==> config.mk <==
export PLATFORM = sky130hd
export DESIGN_NAME = cla_sub_serial
export DESIGN_NICKNAME = d
export VERILOG_FILES = /design/src/rtl/cla_sub_serial_pkg.sv /design/src/rtl/cla_sub_serial_bla4.sv /design/src/rtl/cla_sub_serial.sv
export SDC_FILE = /design/constraint.sdc
export NUM_CORES = 1
export LEC_CHECK = 0
export BUFFER_PORTS_ARGS = -buffer_cell sky130_fd_sc_hd__buf_2
export CORE_MARGIN = 5
export CORE_UTILIZATION = 35
export CTS_CLUSTER_DIAMETER = 80
export DETAILED_ROUTE_END_ITERATION = 8
export SYNTH_ARGS = -nofsm -noshare
export SYNTH_HDL_FRONTEND = slang
export SYNTH_HIERARCHICAL = 1
export SYNTH_SLANG_ARGS = --single-unit
==> constraint.sdc <==
create_clock -name clk -period 3.9 [get_ports clk]
set_input_delay 0.39 -clock clk [delete_from_list [all_inputs] [get_ports clk]]
set_output_delay 0.39 -clock clk [all_outputs]
set_load 0.05 [all_outputs]
==> src/rtl/cla_sub_serial_pkg.sv <==
// Shared types and constants for the nibble-serial
// borrow-lookahead subtractor.
package cla_sub_serial_pkg;

  localparam int NIBBLE_W = 4;

  typedef enum logic [1:0] {
    IDLE = 2'd0,
    RUN  = 2'd1,
    DONE = 2'd2
  } state_t;

endpackage

==> src/rtl/cla_sub_serial_bla4.sv <==
// Combinational 4-bit borrow-lookahead slice.
// All internal borrows are formed in parallel from g/p.
module cla_sub_serial_bla4
  import cla_sub_serial_pkg::*;
(
  input  logic [NIBBLE_W-1:0] i_a,
  input  logic [NIBBLE_W-1:0] i_b,
  input  logic                i_bin,
  output logic [NIBBLE_W-1:0] o_d,
  output logic                o_bout
);

  logic [3:0] w_g;
  logic [3:0] w_p;
  logic [3:0] w_c;

  assign w_g = ~i_a & i_b;
  assign w_p = ~(i_a ^ i_b);

  assign w_c[0] = i_bin;
  assign w_c[1] = w_g[0]
                | (w_p[0] & i_bin);
  assign w_c[2] = w_g[1]
                | (w_p[1] & w_g[0])
                | (w_p[1] & w_p[0] & i_bin);
  assign w_c[3] = w_g[2]
                | (w_p[2] & w_g[1])
                | (w_p[2] & w_p[1] & w_g[0])
                | (w_p[2] & w_p[1] & w_p[0] & i_bin);

  assign o_bout = w_g[3]
                | (w_p[3] & w_g[2])
                | (w_p[3] & w_p[2] & w_g[1])
                | (w_p[3] & w_p[2] & w_p[1] & w_g[0])
                | (&w_p & i_bin);

  assign o_d = i_a ^ i_b ^ w_c;

endmodule

==> src/rtl/cla_sub_serial.sv <==
// Nibble-serial subtractor: one borrow-lookahead slice
// time-shared across nibbles, LSB first.
module cla_sub_serial
  import cla_sub_serial_pkg::*;
#(
  parameter int WIDTH = 16
) (
  input  logic             clk,
  input  logic             rst_n,
  input  logic             in_valid,
  output logic             in_ready,
  input  logic [WIDTH-1:0] a,
  input  logic [WIDTH-1:0] b,
  output logic             out_valid,
  input  logic             out_ready,
  output logic [WIDTH-1:0] diff,
  output logic             borrow,
  output logic             ovf,
  output logic             zero
);

  localparam int NIB = WIDTH / NIBBLE_W;
  localparam int CW  = (NIB > 1) ? $clog2(NIB) : 1;
  localparam logic [CW-1:0] LAST = CW'(NIB - 1);

  state_t            r_state;
  state_t            w_state_nx;
  logic [WIDTH-1:0]  r_a;
  logic [WIDTH-1:0]  r_b;
  logic [WIDTH-1:0]  r_diff;
  logic [WIDTH-1:0]  w_diff_nx;
  logic [CW-1:0]     r_cnt;
  logic              r_bin;
  logic              r_borrow;
  logic              r_ovf;
  logic              r_zero;
  logic [NIBBLE_W-1:0] w_a_nib;
  logic [NIBBLE_W-1:0] w_b_nib;
  logic [NIBBLE_W-1:0] w_d;
  logic              w_bout;
  logic              w_last;
  logic              w_ovf;

  assign w_a_nib = r_a[32'(r_cnt)*NIBBLE_W +: NIBBLE_W];
  assign w_b_nib = r_b[32'(r_cnt)*NIBBLE_W +: NIBBLE_W];
  assign w_last  = (r_cnt == LAST);

  cla_sub_serial_bla4 u_bla4 (
    .i_a    (w_a_nib),
    .i_b    (w_b_nib),
    .i_bin  (r_bin),
    .o_d    (w_d),
    .o_bout (w_bout)
  );

  always_comb begin
    w_diff_nx = r_diff;
    w_diff_nx[32'(r_cnt)*NIBBLE_W +: NIBBLE_W] = w_d;
  end

  assign w_ovf = (r_a[WIDTH-1] ^ r_b[WIDTH-1])
               & (w_diff_nx[WIDTH-1] ^ r_a[WIDTH-1]);

  always_comb begin
    w_state_nx = r_state;
    unique case (r_state)
      IDLE:    if (in_valid)  w_state_nx = RUN;
      RUN:     if (w_last)    w_state_nx = DONE;
      DONE:    if (out_ready) w_state_nx = IDLE;
      default: w_state_nx = IDLE;
    endcase
  end

  always_ff @(posedge clk or negedge rst_n) begin
    if (!rst_n) begin
      r_state  <= IDLE;
      r_a      <= '0;
      r_b      <= '0;
      r_diff   <= '0;
      r_cnt    <= '0;
      r_bin    <= 1'b0;
      r_borrow <= 1'b0;
      r_ovf    <= 1'b0;
      r_zero   <= 1'b0;
    end else begin
      r_state <= w_state_nx;
      unique case (r_state)
        IDLE: begin
          if (in_valid) begin
            r_a   <= a;
            r_b   <= b;
            r_bin <= 1'b0;
            r_cnt <= '0;
          end
        end
        RUN: begin
          r_diff <= w_diff_nx;
          r_bin  <= w_bout;
          r_cnt  <= r_cnt + 1'b1;
          if (w_last) begin
            r_borrow <= w_bout;
            r_ovf    <= w_ovf;
            r_zero   <= (w_diff_nx == '0);
          end
        end
        default: ;
      endcase
    end
  end

  assign in_ready  = (r_state == IDLE);
  assign out_valid = (r_state == DONE);
  assign diff      = r_diff;
  assign borrow    = r_borrow;
  assign ovf       = r_ovf;
  assign zero      = r_zero;

endmodule

==> results.sh <==
export IMPL_status="completed"
export IMPL_worst_ep_required_time_ns=4.14
export IMPL_setup_viol=0
export IMPL_ys_seq_elements=56
export IMPL_fin_crit_sh=0.860
export IMPL_cp_data_arrival_time_ns=3.59
export IMPL_gp_congestion=0.785
export IMPL_fin_worst_skew_ns=0.00755
export IMPL_clock_fmax_ghz=0.298
export IMPL_yosysMostFrequentCell="dfrtp_1"
export IMPL_wl_per_cell_um=16.0
export IMPL_synth_ff_type="dfrtp_1"
export IMPL_ioPinCount=57
export IMPL_ys_warn_count=6
export IMPL_row_count=32
export IMPL_initial_core_util=0.356
export IMPL_crit_path_top_delay_cell="mux4_2"
export IMPL_hold_viol=0
export IMPL_synth_area_top_cells="dfrtp_1 (51%), mux2_1 (14%), mux4_2 (6.6%), a32o_1 (4.8%), ha_1 (4.6%)"
export IMPL_clock_sinks=56
export IMPL_crit_fanout=7
export IMPL_synth_edf_count=0
export IMPL_via_per_inst=4.98
export IMPL_antenna_cells=0
export IMPL_slew_viol_final=0
export IMPL_antenna_found_initial=0
export IMPL_drt_iter0_drc=69
export IMPL_syn_nets=248
export IMPL_synthCells=201
export IMPL_clk_pin_slew_ns=0.11
export IMPL_die_y_um=98.4
export IMPL_vias=1813
export IMPL_start_kind="flip-flop"
export IMPL_cts_buffer_depth=2
export IMPL_postRouteAntennaNets=0
export IMPL_clkLatencyLatePin_ns=0.31
export IMPL_cts_tree="done"
export IMPL_grt_pass1_wl_um=9870
export IMPL_cts_resized=0
export IMPL_drt_wl_total_um=5840
export IMPL_core_sq_mm=0.00769
export IMPL_ys_seq_area_frac=0.513
export IMPL_synth_top_cells_by_count="dfrtp_1 (56), mux2_1 (34), a32o_1 (13), nand2_1 (12), ha_1 (10)"
export IMPL_fp_dieW_um=98.4
export IMPL_globalRoute_totalOverflow=0
export IMPL_cts_buffers=5
export IMPL_critPathKind="flip-flop to flip-flop"
export IMPL_synthArstFlopShare=1.00
export IMPL_maxCapViolCount=0
export IMPL_rrSetupSlack_ns=0.55
export IMPL_fill_cells=769
export IMPL_syn2layout_area_growth_pct=19.2
export IMPL_final_nets=308
export IMPL_min_path_type="primary input to async pin"
export IMPL_first_global_vias=1950
export IMPL_rsz0062_at_grt="no"
export IMPL_avgSynthCellArea_sq_um=13.6
export IMPL_tns_ns=0
export IMPL_drt_pass1_iterations=4
export IMPL_hpwl_um=4340
export IMPL_grt_max_degree=37
export IMPL_path_cells="mux4_2 > inv_1 > ha_1 > a21o_1 > a31o_1 > xnor2_1 > or3_1 > or2_0 > a2111o_1 > o31ai_2"
export IMPL_die_area_sq_mm=0.00968
export IMPL_slowest_delay_ns=0.59
export IMPL_netlist_area_sq_mm=0.00273
export IMPL_clockRootBuffer="clkbuf_8"
export IMPL_port_buffers=56
export IMPL_slew_headroom=0.614
export IMPL_drc=0
export IMPL_period_needed_ns=3.35
export IMPL_tightest_slew_ns=0.579
export IMPL_synth_top_area_share=0.513
export IMPL_synth_cell_types=43
export IMPL_cts_setup_buffers=0
export IMPL_htree_levels=2
export IMPL_synth_largest_area_cell="dfrtp_1"
export IMPL_track_usage=0.126
export IMPL_drive_gt1_frac=0.336
export IMPL_cts_hold_buf=0
export IMPL_endpoint_kind="flip-flop"
cells in the final DEF, fill, tap and decap left out, types with 3 or more instances in the layout:
master,instances
mux2_1,34
a32o_1,13
clkbuf_8,5
o21ai_1,5
a21o_1,3
nand2_1,12
buf_2,56
inv_1,9
ha_1,10
buf_4,6
nor4_1,3
mux4_2,8
dfrtp_1,56
layer usage:
metal | vias to the layer above | track usage | share of wire
li1 | 871 | - | -
met1 | 888 | 0.177 | 0.47
met2 | 46 | 0.193 | 0.47
met3 | 8 | 0.0357 | 0.056
met4 | 0 | 0.0315 | 0.0087
met5 | - | 0 | 0
final timing paths:
path                                      startpoint                     end  cells after the start
worst max register to register  r_cnt[0]$_DFFE_PN0P_        zero$_DFFE_PN0P_                     10
worst max-delay path            r_cnt[0]$_DFFE_PN0P_        zero$_DFFE_PN0P_                     10
worst min-delay path                           rst_n     diff[6]$_DFFE_PN0P_                      1
worst min register to register    r_a[7]$_DFFE_PN0P_      r_a[7]$_DFFE_PN0P_                      1
min in group clk                           out_ready  r_state[1]$_DFFE_PN0P_                      2
max in group asynchronous                      rst_n      r_b[1]$_DFFE_PN0P_                      2
flip-flops by register name (all words and copies together), names as in the netlist:
register / cells
r_b: 16
zero: 1
borrow: 1
r_a: 16
r_cnt: 2
r_bin: 1
r_state: 2
ovf: 1
diff: 16
metrics by stage:
stage | instances | cell area [sq um] | hold WS (ns) | setup WS, ns | util
6_report | 364 | 3260 | 0.0555 | 0.548 | 0.424
4_1_cts | 364 | 3260 | 0.0772 | 0.511 | 0.424
3_3_place_gp | 356 | 3140 | 0.411 | 0.620 | 0.409
5_1_grt | 364 | 3260 | 0.100 | 0.371 | 0.424
3_5_place_dp | 356 | 3140 | 0.421 | 0.551 | 0.409
2_1_floorplan | 201 | 2730 | 0.0944 | 0.477 | -
layout make-up:
cell class / count / area (sq um) / area share
timing repair buffer: 62 / 325 / 0.0998
tap: 102 / 128 / 0.0392
clock inverter: 3 / 46.3 / 0.0142
inverter: 9 / 33.8 / 0.0104
clock buffer: 5 / 68.8 / 0.0211
multi-input combinational: 127 / 1260 / 0.385
sequential: 56 / 1400 / 0.430
critical path: cells and delay by family, from the launching register on:
| kind | cells | cell delay, ns |
|---|---|---|
| AO/OA/AOI/OAI | 4 | 1.08 |
| XOR/XNOR | 1 | 0.14 |
| adder cells (fa/ha/maj) | 1 | 0.23 |
| buffers and inverters | 1 | 0.08 |
| multiplexers | 1 | 0.59 |
| flip-flops | 1 | 0.58 |
| AND/OR/NAND/NOR | 2 | 0.57 |
kinds of logic after synthesis:
family                     after synthesis  synth area share
and+or+nand+nor                         37            0.0856
DFF                                     56             0.513
adders and majority gates               11            0.0531
buffers and inverters                   18            0.0279
AOI/OAI and AO/OA                       34             0.105
xor gates and xnor gates                 3           0.00961
muxes                                   42             0.206
Power is not shown: default switching activity piles up to over one toggle a cycle in this logic, so the estimate is an artifact.
